<file path="config.mk">
export PLATFORM = sky130hd
export DESIGN_NAME = rx_frame_ctrl
export DESIGN_NICKNAME = d
export VERILOG_FILES = /design/src/rtl/rx_frame_ctrl.sv
export SDC_FILE = /design/constraint.sdc
export NUM_CORES = 1
export LEC_CHECK = 0
export CORE_UTILIZATION = 30
export CTS_CLUSTER_DIAMETER = 50
export DETAILED_ROUTE_END_ITERATION = 8
export GPL_ROUTABILITY_DRIVEN = 0
export PLACE_DENSITY = 0.5
export SKIP_CTS_REPAIR_TIMING = 1
export SLEW_MARGIN = 20
export SYNTH_ARGS = -nofsm -noshare
export SYNTH_HDL_FRONTEND = slang
export SYNTH_SLANG_ARGS = --single-unit
</file>
<file path="constraint.sdc">
create_clock -name clk -period 2.7 [get_ports clk]
set_clock_uncertainty 0.1 [all_clocks]
set_input_delay 0.27 -clock clk [delete_from_list [all_inputs] [get_ports clk]]
set_output_delay 0.27 -clock clk [all_outputs]
set_load 0.01 [all_outputs]
</file>
<file path="src/rtl/rx_frame_ctrl.sv">
`timescale 1ns/1ps
// Serial-receive control: line sync, start detect, mid-bit shift strobes, stop check, valid/ack buffer.
// Build option: define RX_PARITY_EN to insert an even-parity bit between the data and stop bits.
module rx_frame_ctrl #(
  parameter int CLKS_PER_BIT = 16,
  parameter int CNT_W        = 8
) (
  input  logic       clk,
  input  logic       clr,
  input  logic       tx_data,
  output logic       rxd_sync,
  input  logic [7:0] shr,
  output logic       shift,
  output logic [7:0] rx_byte,
  output logic       rx_valid,
  input  logic       rx_ack,
  output logic       frame_err,
  output logic       parity_err,
  output logic       overrun,
  output logic       busy
);

  // States: IDLE, START (half-bit check), DATA, PARITY (optional), STOP, WAIT_HI (line break)
  localparam logic [2:0] S_IDLE    = 3'd0;
  localparam logic [2:0] S_START   = 3'd1;
  localparam logic [2:0] S_DATA    = 3'd2;
  localparam logic [2:0] S_STOP    = 3'd4;
  localparam logic [2:0] S_WAIT_HI = 3'd5;
`ifdef RX_PARITY_EN
  localparam logic [2:0] S_PARITY  = 3'd3;
  localparam logic [2:0] S_POST_DATA = S_PARITY;
`else
  localparam logic [2:0] S_POST_DATA = S_STOP;
`endif

  localparam logic [CNT_W-1:0] HALF_TC = CNT_W'(CLKS_PER_BIT / 2 - 1);
  localparam logic [CNT_W-1:0] BIT_TC  = CNT_W'(CLKS_PER_BIT - 1);

  logic             sync1_q, sync2_q;
  logic [2:0]       state_q, state_d;
  logic [CNT_W-1:0] cnt_q, cnt_d;
  logic [2:0]       bitcnt_q, bitcnt_d;
  logic [7:0]       rx_byte_q, rx_byte_d;
  logic             rx_valid_q, rx_valid_d;
  logic             overrun_q, overrun_d;
  logic             frame_err_q, frame_err_d;
  logic             deliver;
  logic             par_ok;
  logic             bit_tc;

  always_ff @(posedge clk or negedge clr) begin
    if (!clr) begin
      sync1_q <= 1'b1;
      sync2_q <= 1'b1;
    end else begin
      sync1_q <= tx_data;
      sync2_q <= sync1_q;
    end
  end

  assign rxd_sync = sync2_q;
  assign bit_tc   = (cnt_q == BIT_TC);

  always_comb begin
    state_d     = state_q;
    cnt_d       = cnt_q + CNT_W'(1);
    bitcnt_d    = bitcnt_q;
    shift       = 1'b0;
    deliver     = 1'b0;
    frame_err_d = 1'b0;
    case (state_q)
      S_IDLE: begin
        cnt_d = '0;
        if (!rxd_sync) state_d = S_START;
      end
      S_START: begin
        if (cnt_q == HALF_TC) begin
          cnt_d    = '0;
          bitcnt_d = '0;
          state_d  = rxd_sync ? S_IDLE : S_DATA;
        end
      end
      S_DATA: begin
        if (bit_tc) begin
          cnt_d    = '0;
          shift    = 1'b1;
          bitcnt_d = bitcnt_q + 3'd1;
          if (bitcnt_q == 3'd7) state_d = S_POST_DATA;
        end
      end
`ifdef RX_PARITY_EN
      S_PARITY: begin
        if (bit_tc) begin
          cnt_d   = '0;
          state_d = S_STOP;
        end
      end
`endif
      S_STOP: begin
        if (bit_tc) begin
          cnt_d = '0;
          if (rxd_sync) begin
            deliver = par_ok;
            state_d = S_IDLE;
          end else begin
            frame_err_d = 1'b1;
            state_d     = S_WAIT_HI;
          end
        end
      end
      S_WAIT_HI: begin
        cnt_d = '0;
        if (rxd_sync) state_d = S_IDLE;
      end
      default: begin
        cnt_d   = '0;
        state_d = S_IDLE;
      end
    endcase
  end

  // A completion on the same edge as an ack is a clean hand-over, not an overrun.
  always_comb begin
    rx_byte_d  = rx_byte_q;
    rx_valid_d = rx_valid_q;
    overrun_d  = overrun_q;
    if (deliver) begin
      rx_byte_d  = shr;
      rx_valid_d = 1'b1;
      if (rx_valid_q && !rx_ack) overrun_d = 1'b1;
    end else if (rx_valid_q && rx_ack) begin
      rx_valid_d = 1'b0;
    end
  end

  always_ff @(posedge clk or negedge clr) begin
    if (!clr) begin
      state_q     <= S_IDLE;
      cnt_q       <= '0;
      bitcnt_q    <= '0;
      rx_byte_q   <= '0;
      rx_valid_q  <= 1'b0;
      overrun_q   <= 1'b0;
      frame_err_q <= 1'b0;
    end else begin
      state_q     <= state_d;
      cnt_q       <= cnt_d;
      bitcnt_q    <= bitcnt_d;
      rx_byte_q   <= rx_byte_d;
      rx_valid_q  <= rx_valid_d;
      overrun_q   <= overrun_d;
      frame_err_q <= frame_err_d;
    end
  end

`ifdef RX_PARITY_EN
  logic par_bad_q, par_bad_d;
  logic parity_err_q, parity_err_d;

  // Parity verdict is held until the stop sample so both errors report together.
  always_comb begin
    par_bad_d    = par_bad_q;
    parity_err_d = 1'b0;
    if (state_q == S_PARITY && bit_tc) par_bad_d = ^shr ^ rxd_sync;
    if (state_q == S_STOP && bit_tc)   parity_err_d = par_bad_q;
  end

  always_ff @(posedge clk or negedge clr) begin
    if (!clr) begin
      par_bad_q    <= 1'b0;
      parity_err_q <= 1'b0;
    end else begin
      par_bad_q    <= par_bad_d;
      parity_err_q <= parity_err_d;
    end
  end

  assign par_ok     = ~par_bad_q;
  assign parity_err = parity_err_q;
`else
  assign par_ok     = 1'b1;
  assign parity_err = 1'b0;
`endif

  assign rx_byte   = rx_byte_q;
  assign rx_valid  = rx_valid_q;
  assign overrun   = overrun_q;
  assign frame_err = frame_err_q;
  assign busy      = (state_q != S_IDLE);

endmodule

</file>
=== Word level (Yosys, flattened, before mapping) ===
Cells that the tools add are included.

* Bitwise logic cells: 0
* Shift operators: 0
* Equality and inequality tests: 13
* Multiply operators: 0
* $add $sub $neg: 2
* Muxes and demuxes: 25
* Order comparisons: 0
* Div/mod/pow operators: 0
* Reductions and logical operators: 11

{| class="wikitable"
|+ Operators by type and width
! kind !! count
|-
| $mux 3 || 9
|-
| $mux 8 || 2
|-
| $pmux 8 s2 || 1
|-
| $pmux 3 s5 || 1
|-
| $ne 2x2->1 const B || 6
|-
| $mux 1 || 10
|-
| $eq 3x3->1 const B || 3
|-
| $add 8x1->8 const B || 1
|-
| $eq 8x3->1 const B || 1
|-
| $eq 8x4->1 const B || 1
|-
| $pmux 3 s2 || 1
|-
| $reduce_and 6->1 || 1
|-
| $reduce_bool 2->1 || 2
|-
| $add 3x1->3 const B || 1
|-
| $eq 3x1->1 const B || 1
|-
| $eq 3x2->1 const B || 1
|-
| $logic_not 3->1 || 1
|-
| $reduce_and 3->1 || 1
|-
| $reduce_bool 3->1 || 1
|-
| $logic_and 1x1->1 || 2
|-
| $mux 2 || 1
|-
| $reduce_and 2->1 || 1
|-
| $reduce_or 2->1 || 1
|-
| $logic_not 1->1 || 1
|}

* Word-level logic and storage cells: 60
* Memories kept: 0
* Register bits after elaboration: 27
* Bits in latches: 0
* Bits in writable memories: 0
* Bits in read-only memories: 0

=== Longest topological paths before layout ===
Gate-level depths: netlist (run 1).

* Depth in word-level cells: 4
* Depth in mapped cells: 6
* Mapped depth without buffers: 5

=== Worst setup path after synthesis (run 1) ===
OpenSTA, ideal clock, no wires.

* Path kind: flip-flop to flip-flop
* Start: reg cnt_q[5]
* End: reg bitcnt_q[0]
* Path slack: 0.700 ns
* Clock period less this slack: 2.000 ns
* Cell stages (with the launch flop): 4
* Required time: 2.475 ns
* Path buffers: 0
* Arrival time: 1.775 ns
* Cell sequence: dfrtp_1 or4b_4 or4_1 mux2_2

* Longest elaborated chain between the ends: 3

{| class="wikitable"
|+ RTL lines
! item !! RTL line !! source
|-
| start: declaration || 41 || <nowiki>logic [CNT_W-1:0] cnt_q, cnt_d;</nowiki>
|-
| start signal: assignment || 147 || <nowiki>cnt_q <= cnt_d;</nowiki>
|-
| $eq 8x3->1 or $eq 8x4->1 (tied branches) || 77, 62 ||
|-
| $ne 2x2->1 (no line) || n/a ||
|-
| $reduce_and 3->1 (no line) (*) || n/a ||
|-
| end signal: assignment || 148 || <nowiki>bitcnt_q <= bitcnt_d;</nowiki>
|-
| end: declaration || 42 || <nowiki>logic [2:0] bitcnt_q, bitcnt_d;</nowiki>
|}

Mark *: on every way between the ends. The rest lies on a longest branch, timed or not.
A chain may end at the register's enable or synchronous reset.

=== Final worst setup path (run 1) ===
* Start: reg cnt_q[5]
* End: out shift

* Longest elaborated chain between the ends: 3

{| class="wikitable"
|+ RTL lines
! item !! RTL line !! source
|-
| $eq 8x4->1 || 62 || <nowiki>assign bit_tc = (cnt_q == BIT_TC);</nowiki>
|-
| $mux 1 || 84 || <nowiki>if (bit_tc) begin</nowiki>
|-
| $mux 1 || 71 || <nowiki>case (state_q)</nowiki>
|-
| end: declaration || 13 || <nowiki>output logic shift,</nowiki>
|}

No other way between the ends.

==> reports/results.txt, run 1 <==
The clock passes through at most 2 buffers. In this run the clock root is driven by a sky130_fd_sc_hd__clkbuf_8. Ranked by total cell area, the synthesized netlist is headed by sky130_fd_sc_hd__dfrtp_1, sky130_fd_sc_hd__mux2_2, sky130_fd_sc_hd__dfstp_2. The count of cells along the worst register-to-register path came out at 5. Max-slew violation count: 0. The post-synthesis to final-layout area growth came out at 27.7%. Summing over every cut layer, the via total after detailed routing is 902.

The first-pass GRT wire length is 4.11 mm. The standard cell core area is 0.00403 sq mm, and the count of clock tree sinks is 27. In this run the cell area of the synthesized design comes to 0.00127 sq mm. In this run, synthesis inferred 0 flip-flops with an integrated enable. The number of distinct library cells after synthesis was 36; the clock input transition at the sequential cells of the worst setup and hold paths was 0.09 ns. After layout, the worst path uses 97.1% of the clock period. The die is 67.1 um tall. The largest voltage drop on the vdd net is 395 uV, and the number of buffers inserted by port buffering is 25. The run gives 0 as the number of antenna violations at the first check in global routing. The setup check on the worst reg-to-reg path leaves a slack of 0.57 ns.

CTS buffer count: 3. After synthesis the netlist holds a flip-flop and latch count of 27. The minimum clock period came out at 2.62 ns.

The logs give 122 for the number of nets in the synthesized netlist and 0 for the number of warnings printed during yosys synthesis. Capturing element type of the critical path: an output port. The flow ran to the end, and the final reports show no timing, DRC or antenna violations. Traced cell by cell, the critical path runs through or4b_4, nor3_4, and3_4, clkdlybuf4s50_1.

TritonCTS built the clock tree. The run gives 28 as the maximum number of pins on one net before global-route repair. Summing all placed instances gives a cell area of 0.00157 sq mm.

The via density per instance is 4.96. The number of placement rows was 23. The tools report the total grt overflow as 0. The run gives 403 as the number of filler instances in the final layout. The logs give 0.00162 sq mm for the summed area of non-filler cells in the final layout and 53.4% for the sequential-to-total area share from yosys stat. At the pin with the least slew margin, the transition time is 0.574 ns. Count of pins on the block boundary: 27.

The share of the synthesized area in the top cell type is 49.3%, and the count of buffering cells on the critical path with inverters included is 1. The top cell types in the final layout, fill and taps aside, are sky130_fd_sc_hd__dfrtp_1, sky130_fd_sc_hd__clkdlybuf4s50_1, sky130_fd_sc_hd__mux2_2, sky130_fd_sc_hd__nor3_1. The horizontal extent of the die works out to 67.1 um.

Setup repair after global routing left no endpoint under its margin. The synthesized instance count is 107. The tools report the initial standard-cell utilization of the core as 31.5%. Headroom to the max-slew limit came out at 61.6%. After legalization and detailed placement, the total HPWL measured 1.85 mm. The worst stage delay on the critical path is 0.59 ns. The fraction of registers with async set or reset after synthesis was 100%; the net total in the final layout was 148. For the highest achievable clock rate, the log shows 381 MHz. The library cell occupying the most area in the post-synthesis netlist was sky130_fd_sc_hd__dfrtp_1.

The first TritonRoute pass finished after 4 iterations. For this design the ratio of total power to cell area is 643 mW/mm^2. The cell count along the critical path works out to 4. The final-report hold violation count came out at 0. The required time of the critical path was 2.33 ns; the total die area was 0.00450 sq mm.

The tools report the area of all sequential standard cells as 678 sq um. The number of DRC markers after the initial detailed-route iteration is 41, and the count of unresolved DRC violations after routing is 0. Setup violations remaining at the end of the flow were counted as 0. The tools report the insertion delay of the later-clocked pin in the worst-skew pair as 0.27 ns. The average instance in the mapped netlist occupies 11.9 sq um. The routed wire length per instance is 13.9 um, and the fraction of final layout cells sized beyond drive strength 1 is 16.7%.

The number of antenna diodes is 0, and the critical-path maximum fanout is 5. Across all hold checks on the routed design, the worst slack comes to 0.259 ns. Summing all multi-input logic gate instances after layout gives 566 sq um.

The overall routing resource usage came out at 12.4%. The critical-path cell with the highest stage delay is sky130_fd_sc_hd__or4b_4. Summed over all layers, the routed wires come to 2.52 mm.

The tools report the startpoint class of the critical path as a flop. The run gives 870 as the via count of the first global-routing pass. In the synthesized netlist the dominant register cell turns out to be sky130_fd_sc_hd__dfrtp_1. Broken down by cell family, the worst path's largest delay share belongs to simple AND/OR/NAND/NOR gates. Data arrives at the worst endpoint at 2.25 ns. The number of H-tree branching levels came out at 1.

The tools report the max-cap check violation count as 0. Post-detailed-route count of antenna-violating nets: 0. The worst setup path is of the reg2out kind. The static leakage is 0.745 nW. The min-delay analysis places its worst path in the category in2async.
## cell type report
| class | instances | share of cell area (%) |
|---|---|---|
| sequential | 27 | 41.8 |
| multi-input combinational | 73 | 34.9 |
| timing repair buffer | 27 | 16.4 |
| tap | 50 | 3.86 |
| clock buffer | 3 | 2.55 |
| clock inverter | 1 | 0.309 |
| inverter | 1 | 0.231 |
## layer usage
layer	wire length (um)	share of wire, %	up-vias	GRT usage (%)
li1	-	-	430	-
met1	1130	45	448	15.3
met2	1280	51	20	20.1
met3	70	2.8	4	3.60
met4	40	1.6	0	4.79
met5	0	0	-	0
## registers in the layout (all words and copies together) (netlist names)
register / cells
cnt_q: 8
rx_byte: 8
rx_valid: 1
state_q: 3
bitcnt_q: 3
rxd_sync: 1
frame_err: 1
overrun: 1
sync1_q: 1
## logic make-up after synthesis
family                     synth area share [%]
and+or+nand+nor                            19.4
DFF                                        53.4
adders and majority gates                  2.96
other                                     0.295
AOI/OAI and AO/OA                          8.67
muxes                                      7.98
xor gates and xnor gates                   4.83
buffers and inverters                      2.46
## where the power goes
group	internal [mW]	switching, mW	leakage (nW)
combinational	0.143	0.143	0.377
clock	0.103	0.130	0.0255
sequential	0.453	0.0699	0.342
## worst reg2reg max path, cell delays in order (launching register included)
cell and delay (ns):
sky130_fd_sc_hd__dfrtp_1 0.43, sky130_fd_sc_hd__or4b_4 0.59, sky130_fd_sc_hd__nor3_4 0.19, sky130_fd_sc_hd__buf_4 0.17, sky130_fd_sc_hd__nand4b_4 0.21, sky130_fd_sc_hd__mux2_2 0.34
## final timing paths
path,endpoint,from
max in group asynchronous,rxd_sync,clr
worst max-delay path,shift,cnt_q[5]
min in group clk,rxd_sync,sync1_q
worst max register to register,rx_byte[1],cnt_q[5]
worst min register to register,rxd_sync,sync1_q
worst min-delay path,bitcnt_q[2],clr
## through the flow
stage               setup TNS [ns]  instances  power (mW)  setup WS [ns]  utilization [%]
finish                           0        182        1.04         0.0787             40.2
global route                     0        182        1.11        0.00557             40.2
CTS                       -0.00231        182        1.06       -0.00231             40.1
detailed placement               0        178       0.818          0.318             39.0
global placement                 0        178       0.815          0.321             39.0
floorplan                        0        107       0.723          0.700                -
## Yosys cell counts (2+ instances only)
cell	instances
sky130_fd_sc_hd__nand3_1	5
sky130_fd_sc_hd__nand2b_1	3
sky130_fd_sc_hd__nand2_1	3
sky130_fd_sc_hd__nor3b_1	2
sky130_fd_sc_hd__ha_1	3
sky130_fd_sc_hd__xnor2_1	2
sky130_fd_sc_hd__clkbuf_1	4
sky130_fd_sc_hd__nor2_1	4
sky130_fd_sc_hd__dfrtp_1	25
sky130_fd_sc_hd__o21bai_1	2
sky130_fd_sc_hd__mux2_2	9
sky130_fd_sc_hd__nor2b_1	3
sky130_fd_sc_hd__and3_1	3
sky130_fd_sc_hd__dfstp_2	2
sky130_fd_sc_hd__xor2_1	5
sky130_fd_sc_hd__a21oi_1	3
sky130_fd_sc_hd__nor3_1	8
sky130_fd_sc_hd__a22o_1	3
No activity file was read; power rests on OpenSTA's default activity.
==> inputs of run 2 (changes only) <==
- CORE_UTILIZATION: 30 -> 49
- PLACE_DENSITY: 0.5 -> 0.75
==> reports/results.txt, run 2 (synthesis gave the netlist of run 1 again) <==
The run finished with clean final reports. The tools report the buffer depth of the longest clock path as 2 (unchanged). The cell chosen for the clock root was sky130_fd_sc_hd__clkbuf_4.

Setup repair after global routing left no endpoint under its margin. The path type of the worst min-delay path was in2reg. The capturing element type of the critical path was an output port. The largest voltage drop on the vdd net is 389 uV (-1.6%).

The layer flagged by global routing as most heavily used is met2. The commonest non-fill, non-tap cell in the layout is sky130_fd_sc_hd__dfrtp_1. The logs give 18 (-22%) for the number of placement rows and 0 (unchanged) for the number of antenna violations at the first check in global routing. The critical-path maximum fanout is 5 (unchanged), and the power consumption is 992 uW (-4.8%). Maximum number of pins on one net before global-route repair: 18 (-36%). The final setup violation count was 0 (unchanged); the post-detailed-placement half-perimeter wirelength was 1.77 mm (-4.4%). The logs give 3 (unchanged) for the CTS buffer count and 0.00158 sq mm (-2.4%) for the summed area of non-filler cells in the final layout. The number of placed cells counting well taps is 158 (-11%), and the routed wire length per instance is 14.6 um (+5.6%). The fraction of final layout cells sized beyond drive strength 1 came out at 16.7% (unchanged). The via count of the first global-routing pass is 877 (+0.80%), and the count of pins on the block boundary is 27 (unchanged).

For the first-pass iteration count of the detailed router, the log shows 4 (unchanged). The library cells used most frequently in the layout, excluding fill and tap cells, are sky130_fd_sc_hd__dfrtp_1, sky130_fd_sc_hd__clkdlybuf4s50_1, sky130_fd_sc_hd__mux2_2, sky130_fd_sc_hd__nor3_1. The total die area was 0.00280 sq mm (-38%); the number of buffers inserted by port buffering was 25 (unchanged).

The horizontal extent of the die is 52.9 um (-21%), and the count of clock tree sinks is 27 (unchanged). For the static leakage, the log shows 0.752 nW (+0.97%). For the endpoint arrival time on the critical path, the log shows 1.94 ns (-0.31 ns). The overall routing resource usage is 19.4% (+6.9 points).

The highest achievable clock rate was 434 MHz (+14%). Sum of routed wire length over all layers: 2.37 mm (-6.0%). The max-cap check violation count is 0 (unchanged). The via density per instance is 5.73 (+16%). Standard cell core area: 0.00245 sq mm (-39%). The minimum clock period works out to 2.31 ns (-0.315 ns). The final critical-path share of the clock period was 85.4% (-12 points); the first-pass GRT wire length was 3.86 mm (-6.0%). Overall die height: 52.9 um (-21%). The run gives 31.4% (+11 points) as the met2 global-route usage. The slew of the pin with the lowest slew margin was 0.746 ns (+0.171 ns); the required time of the critical path was 2.33 ns (about the same). The logs give 0 (unchanged) for the max-slew violation count and 0 (unchanged) for the count of unresolved DRC violations after routing.

The final-report hold violation count was 0 (unchanged); the clock input transition at the sequential cells of the worst setup and hold paths was 0.16 ns (+0.07 ns). The number of antenna diodes is 0 (unchanged), and the total grt overflow is 0 (unchanged). The run gives 24 (-41%) as the number of DRC markers after the initial detailed-route iteration. The run gives 929 (+3.0%) as the number of vias after detailed routing.

For the placed standard-cell area, the log shows 0.00155 sq mm (-1.6%). For the met3 usage in global routing, the log shows 3.45% (-0.15 points). The net total in the final layout was 148 (unchanged). The worst slew slack as a fraction of its limit is 50.1% (-12 points).

TritonCTS built the clock tree. For the number of H-tree branching levels, the log shows 1 (unchanged). For the initial standard-cell utilization of the core, the log shows 51.7% (+20 points). The power density of the placed cells was 627 mW/mm^2 (-2.4%); the insertion delay of the later-clocked pin in the worst-skew pair was 0.33 ns (+0.06 ns). Type of the worst setup path: reg2out. The tools report the startpoint class of the critical path as a flop.

The post-synthesis to final-layout area growth was 24.6%; the post-detailed-route count of antenna-violating nets was 0 (unchanged). The run gives 25.3% (+10 points) as the met1 track utilization from global routing. The share of the core filled with cells came out at 64.5% (+24 points).

The tools report the count of placed standard cells in the final layout, fillers left out as 162 (-11%).
-- run 2: changes by cell type in the layout (fill, tap and decap cells not counted), sizes merged --
cell,delta
clkinv,-1
dlymetal6s2s,+1
clkdlybuf4s50,-1
clkinvlp,+1
-- run 2: through the flow --
stage | hold WS [ns] | setup TNS (ns) | setup WS, ns
floorplan | -0.126 | 0 | 0.700
CTS | 0.209 | -0.0532 | -0.0532
detailed placement | 0.247 | 0 | 0.332
finish | 0.218 | 0 | 0.394
global route | 0.215 | 0 | 0.306
global placement | 0.246 | 0 | 0.357
-- run 2: path summary, 6_finish.rpt --
kind	from	to	slack (ns)	cells past startpoint
worst max-delay path	cnt_q[5]	shift	0.39	4
worst min-delay path	tx_data	sync1_q	0.22	1
worst max register to register	cnt_q[5]	rx_byte[6]	0.59	5
worst min register to register	sync1_q	rxd_sync	0.27	0
max in group asynchronous	clr	state_q[0]	1.61	2
min in group asynchronous	clr	rx_byte[0]	0.25	1
-- run 2: layout make-up --
cell class	instances	area, sq um
sequential	27	678
clock inverter	1	7.51
multi-input combinational	73	566
timing repair buffer	27	268
inverter	1	3.75
clock buffer	3	22.5
fill	191	872
tap	30	37.5
-- run 2: report_power, final --
group | internal, mW | leakage, nW | total, mW | switching (mW)
logic | 0.143 | 0.396 | 0.288 | 0.145
clock network | 0.0567 | 0.0139 | 0.183 | 0.126
registers | 0.453 | 0.342 | 0.522 | 0.0684
-- run 2: worst max-delay path, cell delays in order, from the launching register on --
cell,delay (ns)
sky130_fd_sc_hd__dfrtp_1,0.44
sky130_fd_sc_hd__or4b_4,0.59
sky130_fd_sc_hd__nor3_4,0.18
sky130_fd_sc_hd__and3_4,0.23
sky130_fd_sc_hd__dlymetal6s2s_1,0.16
-- run 2: layer usage --
layer / wire, um / vias up
met4: 33 / 0
met3: 140 / 4
met1: 1010 / 459
met2: 1190 / 37
li1: - / 429
met5: 0 / -
